<file path="src/rtl/mole_input_encoder.sv">
// Whack-a-mole button front end: synchronizes and debounces five mole buttons plus start,
// then serializes mole presses into one hit code per cycle and pulses startGame.
module mole_input_encoder #(
    parameter int unsigned DEBOUNCE_CYCLES = 500000
) (
    input  logic       clock,
    input  logic       reset,
    input  logic [4:0] moleButtons,
    input  logic       startButton,
    input  logic       gameActive,
    output logic [2:0] userGameInput,
    output logic       startGame
);

    localparam int unsigned N_CH   = 6;
    localparam int unsigned N_MOLE = 5;
    localparam int unsigned CNT_W  = $clog2(DEBOUNCE_CYCLES);
    localparam logic [CNT_W-1:0] CNT_MAX = CNT_W'(DEBOUNCE_CYCLES - 1);

    logic [N_CH-1:0]   raw;
    logic [N_CH-1:0]   sync1;
    logic [N_CH-1:0]   sync2;
    logic [N_CH-1:0]   stable;
    logic [N_CH-1:0]   stable_d;
    logic [CNT_W-1:0]  cnt [N_CH];
    logic [N_CH-1:0]   ev;

    logic [N_MOLE-1:0] pending;
    logic [N_MOLE-1:0] cand;
    logic [N_MOLE-1:0] low_bit;
    logic [2:0]        code_next;

    assign raw = {startButton, moleButtons};
    assign ev  = stable & ~stable_d;

    // Two-flop synchronizers, then a per-channel debounce counter that must see the
    // synchronized level disagree with the stable level for DEBOUNCE_CYCLES edges in a row.
    always_ff @(posedge clock or negedge reset) begin
        if (!reset) begin
            sync1    <= '0;
            sync2    <= '0;
            stable   <= '0;
            stable_d <= '0;
            for (int i = 0; i < N_CH; i++) begin
                cnt[i] <= '0;
            end
        end else begin
            sync1    <= raw;
            sync2    <= sync1;
            stable_d <= stable;
            for (int i = 0; i < N_CH; i++) begin
                if (sync2[i] == stable[i]) begin
                    cnt[i] <= '0;
                end else if (cnt[i] == CNT_MAX) begin
                    stable[i] <= sync2[i];
                    cnt[i]    <= '0;
                end else begin
                    cnt[i] <= cnt[i] + CNT_W'(1);
                end
            end
        end
    end

    // Lowest pending-or-new mole wins this cycle; the rest stay pending.
    always_comb begin
        cand      = pending | (ev[N_MOLE-1:0] & {N_MOLE{gameActive}});
        low_bit   = cand & (~cand + N_MOLE'(1));
        code_next = 3'd0;
        for (int i = N_MOLE - 1; i >= 0; i--) begin
            if (cand[i]) begin
                code_next = 3'(i + 1);
            end
        end
    end

    always_ff @(posedge clock or negedge reset) begin
        if (!reset) begin
            pending       <= '0;
            userGameInput <= 3'd0;
            startGame     <= 1'b0;
        end else begin
            startGame <= ev[N_CH-1] & ~gameActive;
            if (gameActive) begin
                pending       <= cand & ~low_bit;
                userGameInput <= code_next;
            end else begin
                pending       <= '0;
                userGameInput <= 3'd0;
            end
        end
    end

endmodule

</file>
<file path="config.mk">
export PLATFORM = sky130hd
export DESIGN_NAME = mole_input_encoder
export DESIGN_NICKNAME = d
export VERILOG_FILES = /design/src/rtl/mole_input_encoder.sv
export SDC_FILE = /design/constraint.sdc
export NUM_CORES = 1
export LEC_CHECK = 0
export ABC_AREA = 1
export CORE_ASPECT_RATIO = 0.6
export CORE_MARGIN = 5
export CORE_UTILIZATION = 46
export CTS_CLUSTER_DIAMETER = 40
export CTS_CLUSTER_SIZE = 25
export DETAILED_ROUTE_END_ITERATION = 10
export GPL_TIMING_DRIVEN = 0
export PLACE_DENSITY = 0.64
export REMOVE_ABC_BUFFERS = 1
export SLEW_MARGIN = 30
export SYNTH_ARGS = -nofsm -noshare
export SYNTH_HDL_FRONTEND = slang
export SYNTH_SLANG_ARGS = --single-unit
</file>
<file path="constraint.sdc">
create_clock -name clock -period 1.33 [get_ports clock]
set_clock_uncertainty 0.2 [all_clocks]
set_input_delay 0.399 -clock clock [delete_from_list [all_inputs] [get_ports clock]]
set_output_delay 0.399 -clock clock [all_outputs]
set_load 0.05 [all_outputs]
</file>
==> metrics.txt <==
final hold vios 52; global routing usage on met3 3.82%; PwrDens 849 mW/mm^2; Avg Inst Size Synth 7.64 sq um; synth warn 0; Clock Path Buffers 2; period utilisation layout 123%; total CTS buffers 17; Reg area 0.00372 sq mm; Least-Margin Pin Slew 0.432 ns; XOR/XNOR Fraction of Synth Area 7.32%; crit path DAT 1.77 ns; die width 178 microns; number of global-route vias before repair 6813; Detail Route Antenna Nets 0; Synth top area share 46.8%; post-route cell area 0.0116 sq mm; failing checks hold timing, setup timing; CTS tree done; RSZ-0062 raised after global routing yes; fin worst setup slack -0.307 ns; # fillers 1147; first-pass GRT wire length 34100 microns; Synth Area in Adders 0.961%; global-route track usage on met1 32.3%; Pre-antenna DRT Iters 7; Cell Area, Placed 0.00825 sq mm; worst-path fanout max 5; CTS clk-pin slew, worst paths 0.06 ns; DIE AREA 0.0198 sq mm; mapped cell area 0.00781 sq mm; # port buffers 12; via count 7480; Clock Sinks 146; Total Routing Usage GR 21.2%; Mapped Cells 1023; kind of start point of the critical path register; WP data required 1.47 ns; fin nets 1216; layout cells sized above 1 43.2%; Root Driver clkbuf_16; Seq/Total Area, Yosys 46.8%; outcome finished with violations; Final setup viols 119; Critical Path Sink Type register; Post-route DRC 0; area growth from synthesis to layout 48.8%; clk_lat worst skew 0.42 ns; Hold WC Path Type input port to asynchronous set/reset pin; Core Area 0.0164 sq mm; Hold Slack -0.319 ns; FF+latch count, synth 146; Slew Viols, Final 0; largest family of logic cells by synthesized area simple AND/OR/NAND/NOR gates; minimum clock period 1.64 ns; leak pwr 4.81 nW; GR Layer Usage met2 30.9%; Synth Area in Compound Gates 3.44%; initial antenna violation count 0; Peak supply drop 0.000763 V; Slew headroom 71.2%; gr ovfl total 0; Peak Freq 0.611 GHz; Initial Util 47.5%; multiplexer share of the synthesized area 0%; I/O pins 13; Max Cap Violations 0; aggregate routed wire length 22300 microns; antenna cells 0; Die Ht 111 microns; Finished Core Util 70.7%; top area cells in the synthesized netlist dfrtp_1 47%, nor2_1 14%, nand2_1 9.0%; Rows 36; cell taking the most area after synthesis dfrtp_1; pre-CTS worst setup slack -0.745 ns; routability cong. 0.887; GRT busiest layer met1; Multi-input gate area 0.00510 sq mm; Worst Setup Path Type register to register; per-cell routed wire length 15.5 microns; H-tree Lvls 4; largest net degree at the start of global routing 54; Final HPWL DP 11800 microns; Via-to-Cell Ratio 5.19; Synth Area in Simple Gates 35.7%; Yosys cell types 30; Iteration-0 DRC Markers 742
[area by class of cell]
class / count / share of cell area [%]
multi-input cells: 757 / 43.9
clock inverters: 13 / 1.10
well taps: 228 / 2.45
inverters: 115 / 3.88
flip-flops and latches: 146 / 32.0
repair buffers: 164 / 12.9
clock buffers: 19 / 3.81
[through the flow]
step	hold WS, ns	total power (W)	std cells	TNS (ns)
after global routing	-0.295	0.0102	1442	-27.98
after detailed placement	0.135	0.00495	1260	-39.38
after floorplan	-0.0966	0.00476	1018	-4.69
after CTS	-0.306	0.00984	1393	-12.68
final	-0.319	0.00987	1442	-19.70
after global placement	0.135	0.00493	1258	-969.71
[critical path, cell delays in order, from the launching register on]
cell and delay (ns):
dfrtp_1 0.41, ha_4 0.20, nand2_8 0.07, nor2_4 0.14
nand2_4 0.11, o21ai_1 0.16, nand3_1 0.11, nor2_1 0.15
[placed cells by master, fill, tap and decap left out, types with 43 or more instances in the layout]
master   netlist  layout
nor2_2        19      60
buf_4          0     104
dfrtp_1      146      92
dfrtp_2        0      54
inv_1        107      93
nor2_4        11      53
nor2_1       283     200
nand2_1      187     156
buf_6          0      48
nand3_1       85      43
[flip-flops by register name, indices dropped and copies added, names as in the netlist]
| register | cells |
|---|---|
| cnt | 114 |
| stable | 6 |
| stable_d | 6 |
| sync1 | 6 |
| sync2 | 6 |
| pending | 4 |
| userGameInput | 3 |
| startGame | 1 |
[cells in the mapped netlist (all sizes together)]
library cell,number
inv,115
nor2,313
ha,6
nand3,86
a21oi,23
nand3b,2
nor3,5
nand2,211
o21ai,20
and2,6
o21bai,2
nand4,8
and3,2
xnor2,20
xor2,41
dfrtp,146
o21a,1
a31oi,3
buf,5
nor3b,6
o22ai,2
[layer usage]
layer  wire [microns]  part of all wire, %
met5                0                    0
met4              706                  3.2
met1            10000                   45
met2            10100                   45
met3             1460                  6.6
[logic make-up after synthesis]
logic type / count (synthesis)
AOI/OAI and AO/OA: 51
xor gates and xnor gates: 61
adders and majority gates: 6
buffers and inverters: 120
DFF: 146
and+or+nand+nor: 639
[final timing paths]
path	startpoint	to	slack [ns]	cells past startpoint
max in group asynchronous	reset	cnt[79]	0.35	3
max reg2reg	cnt[57]	cnt[73]	-0.31	7
min reg2reg	sync1[5]	sync2[5]	0.15	0
min in group clock	gameActive	userGameInput[1]	0.14	3
min	reset	cnt[74]	-0.32	1
max	cnt[57]	cnt[73]	-0.31	7
[where the power goes]
group	internal, W	total (W)	leakage (nW)	switching (W)
sequential	0.00451	0.00460	1.91	0.0000911
combinational	0.000286	0.000616	2.63	0.000330
clock	0.00265	0.00466	0.271	0.00201
[repair_timing]
| action | 4_1_cts | 5_1_grt |
|---|---|---|
| endpoints found under the setup margin | 131 | 128 |
| gates resized for setup | 317 | 156 |
| pin swaps | 128 | 128 |
| hold endpoints to repair | 52 | 52 |
| setup buffers | 101 | 55 |
Power figures use the tool's default switching activity.
